**src/rtl/io_irq_controller_if.sv**
```systemverilog
// io_irq_controller_if: Sys register bus, raw interrupt lines and core IntReq/IntId/IntAck handshake
interface io_irq_controller_if #(
  parameter int NUM_CH = 8,
  parameter int ID_W = $clog2(NUM_CH)
);
  logic              Sys_BlockSelect;
  logic [3:0]        Sys_RegAddress;
  logic              Sys_WrEn;
  logic              Sys_RdEn;
  logic [31:0]       Sys_WrData;
  logic [31:0]       Sys_RdData;
  logic [NUM_CH-1:0] Src_IntReq;
  logic              EIC_IntReq;
  logic [ID_W-1:0]   EIC_IntId;
  logic              EIC_IntAck;
  modport master (
    output Sys_BlockSelect, Sys_RegAddress, Sys_WrEn, Sys_RdEn, Sys_WrData, Src_IntReq, EIC_IntAck,
    input  Sys_RdData, EIC_IntReq, EIC_IntId
  );
  modport slave (
    input  Sys_BlockSelect, Sys_RegAddress, Sys_WrEn, Sys_RdEn, Sys_WrData, Src_IntReq, EIC_IntAck,
    output Sys_RdData, EIC_IntReq, EIC_IntId
  );
endinterface

```
**src/rtl/io_irq_controller.sv**
```systemverilog
// io_irq_controller: N-channel edge/level interrupt controller with priority arbitration and core handshake.
// Define IRQ_ROUND_ROBIN_EN for rotating priority; default is fixed priority with ch0 highest.
module io_irq_controller #(
  parameter int NUM_CH = 8,
  parameter int ID_W = $clog2(NUM_CH),
  parameter int SYNC_EN_STAGES = 2
) (
  input logic Sys_Clock,
  input logic Sys_Reset,
  io_irq_controller_if.slave bus
);
  typedef enum logic {IDLE, REQ} state_t;
  state_t state;
  logic [SYNC_EN_STAGES-1:0][NUM_CH-1:0] sync_q;
  logic [NUM_CH-1:0] synced, dly, rise, pend, pend_n, en, mode, cand, clr, mode_chg, wd;
  logic [3:0] addr;
  logic [ID_W-1:0] sel, id;
  logic gen, req, wr, rd, acked, withdraw;
  assign addr = bus.Sys_RegAddress;
  assign wd = bus.Sys_WrData[NUM_CH-1:0];
  assign wr = bus.Sys_BlockSelect && bus.Sys_WrEn;
  assign rd = bus.Sys_BlockSelect && bus.Sys_RdEn;
  assign synced = sync_q[SYNC_EN_STAGES-1];
  assign rise = synced & ~dly;
  assign acked = state == REQ && bus.EIC_IntAck;
  assign mode_chg = wr && addr == 4'h3 ? wd ^ mode : '0;
  assign clr = (wr && addr == 4'h2 ? wd : '0) | (acked ? NUM_CH'(1) << id : '0);
  // Edge channels latch until cleared (a new rise beats a clear); level channels follow the line.
  assign pend_n = ~mode_chg & ((mode & (rise | (pend & ~clr))) | (~mode & synced));
  assign cand = pend & en;
  assign withdraw = !gen || !en[id] || (!mode[id] && !pend[id]);
`ifdef IRQ_ROUND_ROBIN_EN
  logic [ID_W-1:0] ptr;
  always_comb begin
    int j;
    j = 0;
    sel = '0;
    for (int k = NUM_CH - 1; k >= 0; k--) begin
      j = int'(ptr) + k;
      j = j >= NUM_CH ? j - NUM_CH : j;
      sel = cand[j] ? ID_W'(j) : sel;
    end
  end
`else
  always_comb begin
    sel = '0;
    for (int i = NUM_CH - 1; i >= 0; i--) sel = cand[i] ? ID_W'(i) : sel;
  end
`endif
  always_ff @(posedge Sys_Clock) begin
    if (Sys_Reset) begin
      sync_q <= '0;
      dly <= '0;
      pend <= '0;
      gen <= 1'b0;
      en <= '0;
      mode <= '0;
    end else begin
      sync_q <= {sync_q[SYNC_EN_STAGES-2:0], bus.Src_IntReq};
      dly <= synced;
      pend <= pend_n;
      gen <= wr && addr == 4'h0 ? bus.Sys_WrData[0] : gen;
      en <= wr && addr == 4'h1 ? wd : en;
      mode <= wr && addr == 4'h3 ? wd : mode;
    end
  end
  always_ff @(posedge Sys_Clock) begin
    if (Sys_Reset) begin
      state <= IDLE;
      req <= 1'b0;
      id <= '0;
`ifdef IRQ_ROUND_ROBIN_EN
      ptr <= '0;
`endif
    end else if (state == IDLE) begin
      if (gen && |cand) begin
        state <= REQ;
        req <= 1'b1;
        id <= sel;
      end
    end else if (acked || withdraw) begin
      state <= IDLE;
      req <= 1'b0;
`ifdef IRQ_ROUND_ROBIN_EN
      if (acked) ptr <= int'(id) == NUM_CH - 1 ? '0 : id + 1'b1;
`endif
    end
  end
  assign bus.EIC_IntReq = req;
  assign bus.EIC_IntId = id;
  assign bus.Sys_RdData = !rd ? '0 :
                          addr == 4'h0 ? {31'b0, gen} :
                          addr == 4'h1 ? 32'(en) :
                          addr == 4'h2 ? 32'(pend) :
                          addr == 4'h3 ? 32'(mode) :
                          addr == 4'h4 ? {req, 31'(id)} : '0;
endmodule

```
**src/flat_wrapper.sv**
```systemverilog
// flat-port wrapper written by rule: the top's interface ports become plain ports
module io_irq_controller_flat 
#(
  parameter int NUM_CH = 8,
  parameter int ID_W = $clog2(NUM_CH),
  parameter int SYNC_EN_STAGES = 2
)
  (Sys_Clock, Sys_Reset, bus_Sys_BlockSelect, bus_Sys_RegAddress, bus_Sys_WrEn, bus_Sys_RdEn, bus_Sys_WrData, bus_Src_IntReq, bus_EIC_IntAck, bus_Sys_RdData, bus_EIC_IntReq, bus_EIC_IntId);
  io_irq_controller_if #(.NUM_CH(NUM_CH), .ID_W(ID_W)) bus_i ();
  input logic Sys_Clock;
  input logic Sys_Reset;
  input wire logic [$bits(bus_i.Sys_BlockSelect)-1:0] bus_Sys_BlockSelect;
  input wire logic [$bits(bus_i.Sys_RegAddress)-1:0] bus_Sys_RegAddress;
  input wire logic [$bits(bus_i.Sys_WrEn)-1:0] bus_Sys_WrEn;
  input wire logic [$bits(bus_i.Sys_RdEn)-1:0] bus_Sys_RdEn;
  input wire logic [$bits(bus_i.Sys_WrData)-1:0] bus_Sys_WrData;
  input wire logic [$bits(bus_i.Src_IntReq)-1:0] bus_Src_IntReq;
  input wire logic [$bits(bus_i.EIC_IntAck)-1:0] bus_EIC_IntAck;
  output wire logic [$bits(bus_i.Sys_RdData)-1:0] bus_Sys_RdData;
  output wire logic [$bits(bus_i.EIC_IntReq)-1:0] bus_EIC_IntReq;
  output wire logic [$bits(bus_i.EIC_IntId)-1:0] bus_EIC_IntId;
  assign bus_i.Sys_BlockSelect = bus_Sys_BlockSelect;
  assign bus_i.Sys_RegAddress = bus_Sys_RegAddress;
  assign bus_i.Sys_WrEn = bus_Sys_WrEn;
  assign bus_i.Sys_RdEn = bus_Sys_RdEn;
  assign bus_i.Sys_WrData = bus_Sys_WrData;
  assign bus_i.Src_IntReq = bus_Src_IntReq;
  assign bus_i.EIC_IntAck = bus_EIC_IntAck;
  assign bus_Sys_RdData = bus_i.Sys_RdData;
  assign bus_EIC_IntReq = bus_i.EIC_IntReq;
  assign bus_EIC_IntId = bus_i.EIC_IntId;
  io_irq_controller #(.NUM_CH(NUM_CH), .ID_W(ID_W), .SYNC_EN_STAGES(SYNC_EN_STAGES)) u_core (.Sys_Clock(Sys_Clock), .Sys_Reset(Sys_Reset), .bus(bus_i));
endmodule
```
**config.mk**
```make
export PLATFORM = sky130hd
export DESIGN_NAME = io_irq_controller_flat
export DESIGN_NICKNAME = d
export VERILOG_FILES = /design/src/rtl/io_irq_controller_if.sv /design/src/rtl/io_irq_controller.sv /design/src/flat_wrapper.sv
export SDC_FILE = /design/constraint.sdc
export NUM_CORES = 1
export LEC_CHECK = 0
export CAP_MARGIN = 10
export CORE_MARGIN = 2
export CORE_UTILIZATION = 42
export CTS_BUF_LIST = sky130_fd_sc_hd__clkbuf_16
export CTS_CLUSTER_SIZE = 28
export DETAILED_ROUTE_END_ITERATION = 8
export GPL_ROUTABILITY_DRIVEN = 0
export HOLD_SLACK_MARGIN = 0.03
export PLACE_DENSITY = 0.85
export SLEW_MARGIN = 25
export SYNTH_ARGS = -nofsm -noshare
export SYNTH_HDL_FRONTEND = slang
export SYNTH_SLANG_ARGS = --single-unit
```
**constraint.sdc**
```tcl
create_clock -name Sys_Clock -period 1.3 [get_ports Sys_Clock]
set_input_delay 0.13 -clock Sys_Clock [delete_from_list [all_inputs] [get_ports Sys_Clock]]
set_output_delay 0.13 -clock Sys_Clock [all_outputs]
set_load 0.005 [all_outputs]
```
==> impl_metrics.ini, run 1 <==
[global_route]
grt_usage_pct = 23.1
grt_max_degree = 25
grt_antenna_before_repair = 0
grt_first_pass_wirelength_um = 13300
globalRouteOverflowTotal = 0
grt_pass1_vias = 2870

[clock_network]
clockRootBuffer = clkbuf_16
clkLatencyLatePin_ns = 0.29
cts_tree = done
cts_sinks = 54
cts_made_buffers = 5
path_clk_slew_ns = 0.07
cts_buffer_depth = 2
htree_levels = 2

[finish]
drive_above_1_share_pct = 44.1
area_growth_pct = 58.6
final_nets = 497
fin_area_um2 = 4320
final_util_pct = 68.4
diodes = 0
fillCellCount = 495

[critical_path]
worstReg2RegStart = u_core.bus.EIC_IntId[1]
crit_arrival_ns = 1.62
reg2regPathDepth = 6
cp-end-kind = primary output
r2r_end = u_core.bus.EIC_IntReq
slowest_stage = dfxtp_2
start_kind = register
slowest_delay_ns = 0.35
path_class = reg -> out
rrSetupSlack_ns = -0.22
critPathMaxFanout = 2
critPathRequiredTime_ns = 1.17
path_cells = nand3b_1, o21ai_2, a32oi_1, a311o_1, a221oi_2, buf_2

[floorplan]
num_rows = 29
die_area_um2 = 7140
die_x_um = 84.5
initial_core_util_pct = 43.1
core_um2 = 6310
ios = 86
dieHeight_um = 84.5

[pwr]
power_density_nw_per_um2 = 790
power_switching_uw = 797
p_leak_nw = 1.67
p_int_mw = 2.61
comb_power_share_pct = 13.3
p_clk_share_pct = 36.5
swShare_pct = 23.4
seq_power_share_pct = 50.2
total_power_mw = 3.41
peakVddDrop_mv = 0.768

[drt]
detail-route-antenna-nets = 0
wl_per_cell_um = 18.1
vias = 3013
via_per_inst = 5.75
drtIter0Drc = 280
routed_wl_um = 9480
route.detailed.drc = 0
drtPass1Iterations = 5

[logic_synthesis]
synthCells = 331
yosys.area.top_type = dfxtp_1
synth-edff-count = 0
synth_area_leaders = dfxtp_1 40%, nand2_1 8.0%, buf_4 7.2%
ys.flop_type = dfxtp_1
synth_area_um2 = 2720
ys_warn_count = 0
synth-async-reset-ratio_pct = 0
ys_seq_area_share_pct = 39.7
ys_types = 44
synth_top_area_share_pct = 39.7
avgSynthCellArea_um2 = 8.22
ys_ff_latch = 54

[timing]
slew_violations = 0
final.period_utilization_pct = 135
setup_tns_ns = -2.01
relSlewSlack_pct = 64.8
rsz0062_at_grt = yes
final.min_clock_period_ns = 1.75
skew_ns = 0.00801
final-hold-violation-count = 0
fmax_mhz = 571
setup_viol = 18
worst_slack_ns = -0.452
tightest_slew_ns = 0.528

[status]
status = finished, violations left
violations = negative setup slack

[place]
hpwl_um = 5560
placed_area_um2 = 3590
port_buffers = 38

[hold_path]
min-delay-start = Sys_Reset
hold_end = u_core.en[7]
worstHoldPathCells = 2
hold_path.class = in -> reg

[run]
drv_cap = 0
## routing by layer
metal	track usage [%]	share of wire, %	vias to the layer above	wire (µm)
met5	0	0	-	0
met4	10.5	4.3	0	405
met3	4.92	7.8	47	741
met2	40.4	51	210	4790
met1	27.1	37	1401	3550
li1	-	-	1355	-
## cells in the final DEF (no fill, tap or decap), types with 3 or more instances in the layout
cell             count
a21oi_1             14
a21oi_2             12
a221oi_2             4
a22oi_1              3
a22oi_2              4
a32oi_1              7
a32oi_2              3
buf_12               5
buf_2               12
buf_4               65
buf_6               16
buf_8                4
clkbuf_16            6
clkdlybuf4s50_1     18
conb_1              23
dfxtp_1             33
dfxtp_2             20
dlygate4sd2_1        3
inv_1                9
mux2i_1              9
nand2_1             48
nand2_2              5
nand2_4              5
nand2b_1             4
nand3_1              5
nor2_1              19
nor2_4               4
nor2b_1             25
nor3b_2              5
nor4_1               6
nor4_2               3
o21ai_0              4
o21ai_1              5
o221ai_4             4
## sequential cells by signal, indices dropped and copies added, names as in the netlist
name                   cells
u_core.state               1
u_core.sync_q              8
u_core.bus.EIC_IntReq      1
u_core.synced              8
u_core.en                  8
u_core.dly                 8
u_core.mode                8
u_core.pend                8
u_core.gen                 1
u_core.bus.EIC_IntId       3
## what timing repair did
item / in CTS / in global routing
resized for setup: 125 / 72
setup endpoints to repair: 42 / 32
hold buffers: 0 / 0
setup buffers: 10 / 9
gates cloned: 1 / 1
pin swaps: 25 / 38
## final cells by class
cell class              count  area, µm²  area share, %
well taps                  77       96.3           2.23
clock buffers               5        125           2.90
multi-input cells         253       1820           42.1
repair buffers            125       1130           26.2
flip-flops and latches     54       1110           25.7
clock inverters             2       7.51          0.174
inverters                   8       30.0          0.696
## Yosys cell counts (2+ instances only)
library cell	count
nand2_1	58
dfxtp_1	54
nor2b_1	27
a21oi_1	26
buf_4	26
nor2_1	21
a32oi_1	10
mux2i_1	9
nor3b_1	9
o21ai_0	9
nor4_1	8
a22oi_1	7
clkbuf_1	7
inv_1	7
nand3_1	7
buf_2	5
o221ai_1	5
nand2b_1	4
a221oi_1	3
nor3_1	3
nand3b_1	2
nor2_4	2
## logic make-up (layout without fill, tap and decap cells)
logic type / after synthesis / after routing / share of synthesized area, %
compound gates: 72 / 72 / 17.9
buf+inv: 46 / 140 / 10.2
flops: 54 / 54 / 39.7
mux: 10 / 10 / 3.72
other cells: 1 / 23 / 0.138
simple gates: 148 / 148 / 28.3
## how the worst max path moves through the flow
stage / from / depth (start not counted) / slack, ns / end
after floorplan: u_core.bus.EIC_IntId[1] / 6 / -0.00007 / u_core.bus.EIC_IntReq
after detailed placement: bus_Sys_RegAddress[1] / 7 / -0.95 / bus_Sys_RdData[1]
final: u_core.bus.EIC_IntId[2] / 6 / -0.45 / bus_Sys_RdData[2]
after CTS: u_core.bus.EIC_IntId[2] / 6 / -0.36 / bus_Sys_RdData[2]
after global placement: bus_Sys_RegAddress[1] / 8 / -0.90 / bus_Sys_RdData[2]
after global routing: u_core.bus.EIC_IntId[2] / 6 / -0.52 / bus_Sys_RdData[2]
## power by group through the flow
| stage | clock network (mW) | registers (mW) | logic, mW |
|---|---|---|---|
| floorplan | 0 | 1.74 | 0.202 |
| global placement | 0 | 1.74 | 0.331 |
| detailed placement | 0 | 1.74 | 0.342 |
| CTS | 1.25 | 1.71 | 0.388 |
| global route | 1.32 | 1.71 | 0.484 |
| finish | 1.24 | 1.71 | 0.455 |
## worst max-delay path: cells and delay by family (launching register included)
kind	cells	cell delay, ns
AO/OA/AOI/OAI	4	0.70
buffers and inverters	1	0.15
flip-flops	1	0.35
AND/OR/NAND/NOR	1	0.13
## stage by stage
step | setup slack [ns] | instances | hold WS (ns)
final | -0.452 | 524 | 0.297
after global routing | -0.524 | 524 | 0.313
after CTS | -0.362 | 515 | 0.286
after detailed placement | -0.945 | 497 | 0.420
after global placement | -0.902 | 497 | 0.416
after floorplan | -0.0000737 | 353 | 0.258
Note: power is estimated with default switching activity, not from simulation.
==> inputs of run 2 (changes only) <==
- CORE_UTILIZATION: 42 -> 45
- PLACE_DENSITY: 0.85 -> 0.87
- clock period: 1.3 -> 2 ns (I/O delays scaled with it)
==> run 2 against run 1 <==
The flow now finishes without violations. Wire length decreased by 26%. Sequential share of layout area up 5.0 points. Global-route usage decreased by 1.6 points. Critical path depth grew 2. Largest power group unchanged.
==> impl_metrics.ini, run 2 (same netlist as run 1, synthesis figures left out) <==
[floorplan]
dieHeight_um = 81.8
core_um2 = 5890
die_x_um = 81.8
num_rows = 28
die_area_um2 = 6690
initial_core_util_pct = 46.2
ios = 86

[pwr]
swShare_pct = 22.2
p_leak_nw = 1.29
power_density_nw_per_um2 = 609
peakVddDrop_mv = 0.501
comb_power_share_pct = 10.4
p_clk_share_pct = 37.7
p_int_mw = 1.67
seq_power_share_pct = 51.9
power_switching_uw = 476
total_power_mw = 2.14

[critical_path]
critPathMaxFanout = 5
crit_arrival_ns = 1.71
cp-end-kind = primary output
reg2regPathDepth = 6
path_class = in -> out
start_kind = primary input
critPathRequiredTime_ns = 1.80
path_cells = clkdlybuf4s15_1, buf_4, mux2_2, a22oi_1, o21ai_0, a32oi_1, nor2_1, dlygate4sd2_1
rrSetupSlack_ns = 0.28
slowest_delay_ns = 0.32
slowest_stage = mux2_2
r2r_end = u_core.bus.EIC_IntId[0]
worstReg2RegStart = u_core.pend[2]
cp-startpoint = bus_Sys_RegAddress[0]

[place]
hpwl_um = 4980
port_buffers = 38

[finish]
diodes = 0
final_util_pct = 59.7
final_nets = 448
final_cell_mix = 57 x nand2_1, 54 x dfxtp_1, 34 x buf_4
fillCellCount = 527
final_common_cell = nand2_1
drive_above_1_share_pct = 15.8
area_growth_pct = 29.2

[hold_path]
worstHoldPathCells = 1
min-delay-start = u_core.sync_q[0]
hold_path.class = reg -> reg
hold_end = u_core.synced[0]

[timing]
final.period_utilization_pct = 95.3
final-hold-violation-count = 0
setup_viol = 0
final.min_clock_period_ns = 1.91
rsz0062_at_grt = no
fmax_mhz = 525
slew_violations = 0
relSlewSlack_pct = 61.0
tightest_slew_ns = 0.579
skew_ns = 0.0110

[clock_network]
path_clk_slew_ns = 0.06
cts_made_buffers = 5
cts_sinks = 54
clkLatencyLatePin_ns = 0.29
cts_tree = done
cts_buffer_depth = 2
htree_levels = 2
hold_buffers = 0
clockRootBuffer = clkbuf_16

[global_route]
grt_usage_pct = 21.5
grt_first_pass_wirelength_um = 11100
grt_max_degree = 57
grt_pass1_vias = 2420
globalRouteOverflowTotal = 0
grt_antenna_before_repair = 0

[drt]
detail-route-antenna-nets = 0
route.detailed.drc = 0
drtPass1Iterations = 5
via_per_inst = 5.50
drtIter0Drc = 276
wl_per_cell_um = 14.9
routed_wl_um = 7040
vias = 2609

[run]
drv_cap = 0

[status]
status = finished clean
[run 2: cell types whose count changed in the layout (fill, tap and decap cells not counted), sizes merged, moves of 2 or more]
cell and change:
buf -63, clkdlybuf4s50 +7, clkdlybuf4s15 +3, dlymetal6s2s +3, clkinv +2
[run 2: what timing repair did]
| action | in CTS | in global routing |
|---|---|---|
| gates resized for setup | 27 | 7 |
| pin swaps | 2 | 5 |
| endpoints found under the setup margin | 9 | 9 |
| buffers inserted | 3 | 1 |
[run 2: final cells by class]
type | count | area (µm²) | area share, %
inverters | 8 | 30.0 | 0.854
clock inverters | 3 | 12.5 | 0.356
well taps | 75 | 93.8 | 2.67
clock buffers | 5 | 125 | 3.56
repair buffers | 76 | 692 | 19.7
multi-input cells | 253 | 1480 | 42.1
flip-flops and latches | 54 | 1080 | 30.7
[run 2: worst max-delay path by stage]
stage          slack [ns]                end
2_1_floorplan        0.59  bus_Sys_RdData[1]
3_3_place_gp        -0.38  bus_Sys_RdData[1]
3_5_place_dp        -0.43  bus_Sys_RdData[1]
4_1_cts             -0.11  bus_Sys_RdData[1]
5_1_grt             0.002  bus_Sys_RdData[0]
6_report             0.09  bus_Sys_RdData[0]
[run 2: layer usage]
| metal | global-route usage [%] | wire (µm) | share of wire [%] |
|---|---|---|---|
| met1 | 26.6 | 2970 | 42 |
| met2 | 35.6 | 3300 | 47 |
| met3 | 4.51 | 580 | 8.2 |
| met4 | 10.2 | 191 | 2.7 |
| met5 | 0 | 0 | 0 |
[run 2: critical path, delay by kind of cell]
family          cells  cell delay (ns)
compound gates      3             0.39
simple gates        1             0.05
buf+inv             3             0.74
mux                 1             0.32
[run 2: per-stage QoR]
step                area [µm²]  TNS [ns]  setup WS, ns  std cells  hold slack (ns)
floorplan                 2800         0         0.589        353            0.328
global placement          3310     -3.82        -0.381        462            0.416
detailed placement        3310     -4.40        -0.426        462            0.423
CTS                       3500    -0.113        -0.113        473            0.438
global route              3520         0       0.00165        474            0.462
finish                    3520         0        0.0941        474            0.435
[run 2: power groups by stage]
stage                     Clock, mW  Sequential [mW]  Combinational [mW]
after floorplan                   0             1.13               0.131
after global placement            0             1.13               0.205
after detailed placement          0             1.13               0.210
after CTS                     0.829             1.11               0.218
after global routing          0.861             1.11               0.244
final                         0.808             1.11               0.222
==> inputs of run 3 (changes only) <==
- CAP_MARGIN: 10 -> default
- SKIP_LAST_GASP: default -> 1
==> run 3 against run 2 <==
Clock power about the same. Worst hold slack is essentially flat. Count of clock-buffer cells in the layout is the same. Die area did not move. Core utilization down 0.30 points. Flip-flop and latch count unchanged. Global-route usage unchanged. Largest power group unchanged.
==> impl_metrics.ini, run 3 (same netlist as run 1, synthesis figures left out) <==
[critical_path]
crit_cells = 6
path_cells = clkdlybuf4s50_1, nand2_1, or4_4, buf_4, a21oi_2, dlygate4sd2_1
cp-end-kind = primary output
crit_family = buffers and inverters
slowest_stage = clkdlybuf4s50_1
r2r_end = u_core.bus.EIC_IntId[0]
crit_arrival_ns = 1.72
critPathBufInv = 3
worstReg2RegStart = u_core.pend[2]
rrSetupSlack_ns = 0.29
slowest_delay_ns = 0.49
critPathMaxFanout = 4
path_class = in -> out
start_kind = primary input
critPathRequiredTime_ns = 1.80
reg2regPathDepth = 6

[pwr]
p_leak_nw = 1.29
total_power_mw = 2.14
peakVddDrop_mv = 0.500
power_density_nw_per_um2 = 611

[floorplan]
die_area_um2 = 6690
dieHeight_um = 81.8
num_rows = 28
initial_core_util_pct = 46.2
core_um2 = 5890
die_x_um = 81.8
ios = 86

[run]
drv_cap = 0

[drt]
via_per_inst = 5.63
vias = 2662
route.detailed.drc = 0
drtPass1Iterations = 5
wl_per_cell_um = 14.8
drtIter0Drc = 300
routed_wl_um = 6990
detail-route-antenna-nets = 0

[clock_network]
cts_sinks = 54
htree_levels = 2
path_clk_slew_ns = 0.06
clockRootBuffer = clkbuf_16
clkLatencyLatePin_ns = 0.29
hold_buffers = 0
cts_tree = done
cts_buffer_depth = 2
cts_made_buffers = 5

[finish]
area_growth_pct = 28.6
final_util_pct = 59.4
drive_above_1_share_pct = 15.8
stdcell_count = 473
final_nets = 447
final_common_cell = nand2_1
diodes = 0
final_cell_mix = 57 x nand2_1, 54 x dfxtp_1, 34 x buf_4
fin_area_um2 = 3500

[global_route]
globalRouteOverflowTotal = 0
grt_usage_pct = 21.5
grt_first_pass_wirelength_um = 11100
grt_pass1_vias = 2420
grt_antenna_before_repair = 0
grt_max_degree = 57

[timing]
setup_viol = 0
hold_ws_ns = 0.435
setup_tns_ns = 0
rsz0062_at_grt = no
worst_slack_ns = 0.0765
relSlewSlack_pct = 60.6
final-hold-violation-count = 0
fmax_mhz = 520
slew_violations = 0
tightest_slew_ns = 0.584
skew_ns = 0.00967
final.period_utilization_pct = 96.2
final.min_clock_period_ns = 1.92

[hold_path]
hold_path.class = reg -> reg
hold_end = u_core.synced[0]
worstHoldPathCells = 1
min-delay-start = u_core.sync_q[0]

[place]
place_ws_ns = -0.426
placed_area_um2 = 3310
hpwl_um = 4980
port_buffers = 38
dp_cells = 462

[status]
status = finished clean
-- run 3: repair_timing --
| action | in CTS | in global routing |
|---|---|---|
| pin swaps | 2 | 4 |
| endpoints found under the setup margin | 9 | 9 |
| resized for setup | 24 | 9 |
| buffers inserted | 3 | 0 |
-- run 3: worst max path at each step --
stage	slack, ns	startpoint	endpoint
4_1_cts	-0.11	bus_Sys_RegAddress[1]	bus_Sys_RdData[1]
6_report	0.08	bus_Sys_BlockSelect	bus_Sys_RdData[3]
2_1_floorplan	0.59	bus_Sys_RegAddress[0]	bus_Sys_RdData[1]
5_1_grt	0.002	bus_Sys_RegAddress[0]	bus_Sys_RdData[0]
3_5_place_dp	-0.43	bus_Sys_RegAddress[2]	bus_Sys_RdData[1]
3_3_place_gp	-0.38	bus_Sys_RegAddress[2]	bus_Sys_RdData[1]
-- run 3: report_power, final --
group	internal [mW]	switching, mW	total [mW]
sequential	1.10	0.0128	1.11
combinational	0.113	0.107	0.220
clock	0.453	0.353	0.806
-- run 3: layer usage --
metal  track usage (%)  part of all wire (%)  routed length (µm)
met5                 0                     0                   0
met2              35.6                    48                3330
met1              26.6                    41                2860
met3              4.51                   8.9                 620
met4              10.2                   2.6                 181
-- run 3: worst register-to-register path: cells and delay by family (launching register included) --
family	cells	cell delay [ns]
compound gates	4	1.01
flops	1	0.33
simple gates	1	0.11
buf+inv	1	0.15
-- run 3: area by class of cell --
type | instances | area, µm²
inverters | 8 | 30.0
flip-flops and latches | 54 | 1080
fillers | 531 | 2390
clock inverters | 3 | 12.5
repair buffers | 75 | 674
well taps | 75 | 93.8
clock buffers | 5 | 125
multi-input cells | 253 | 1480
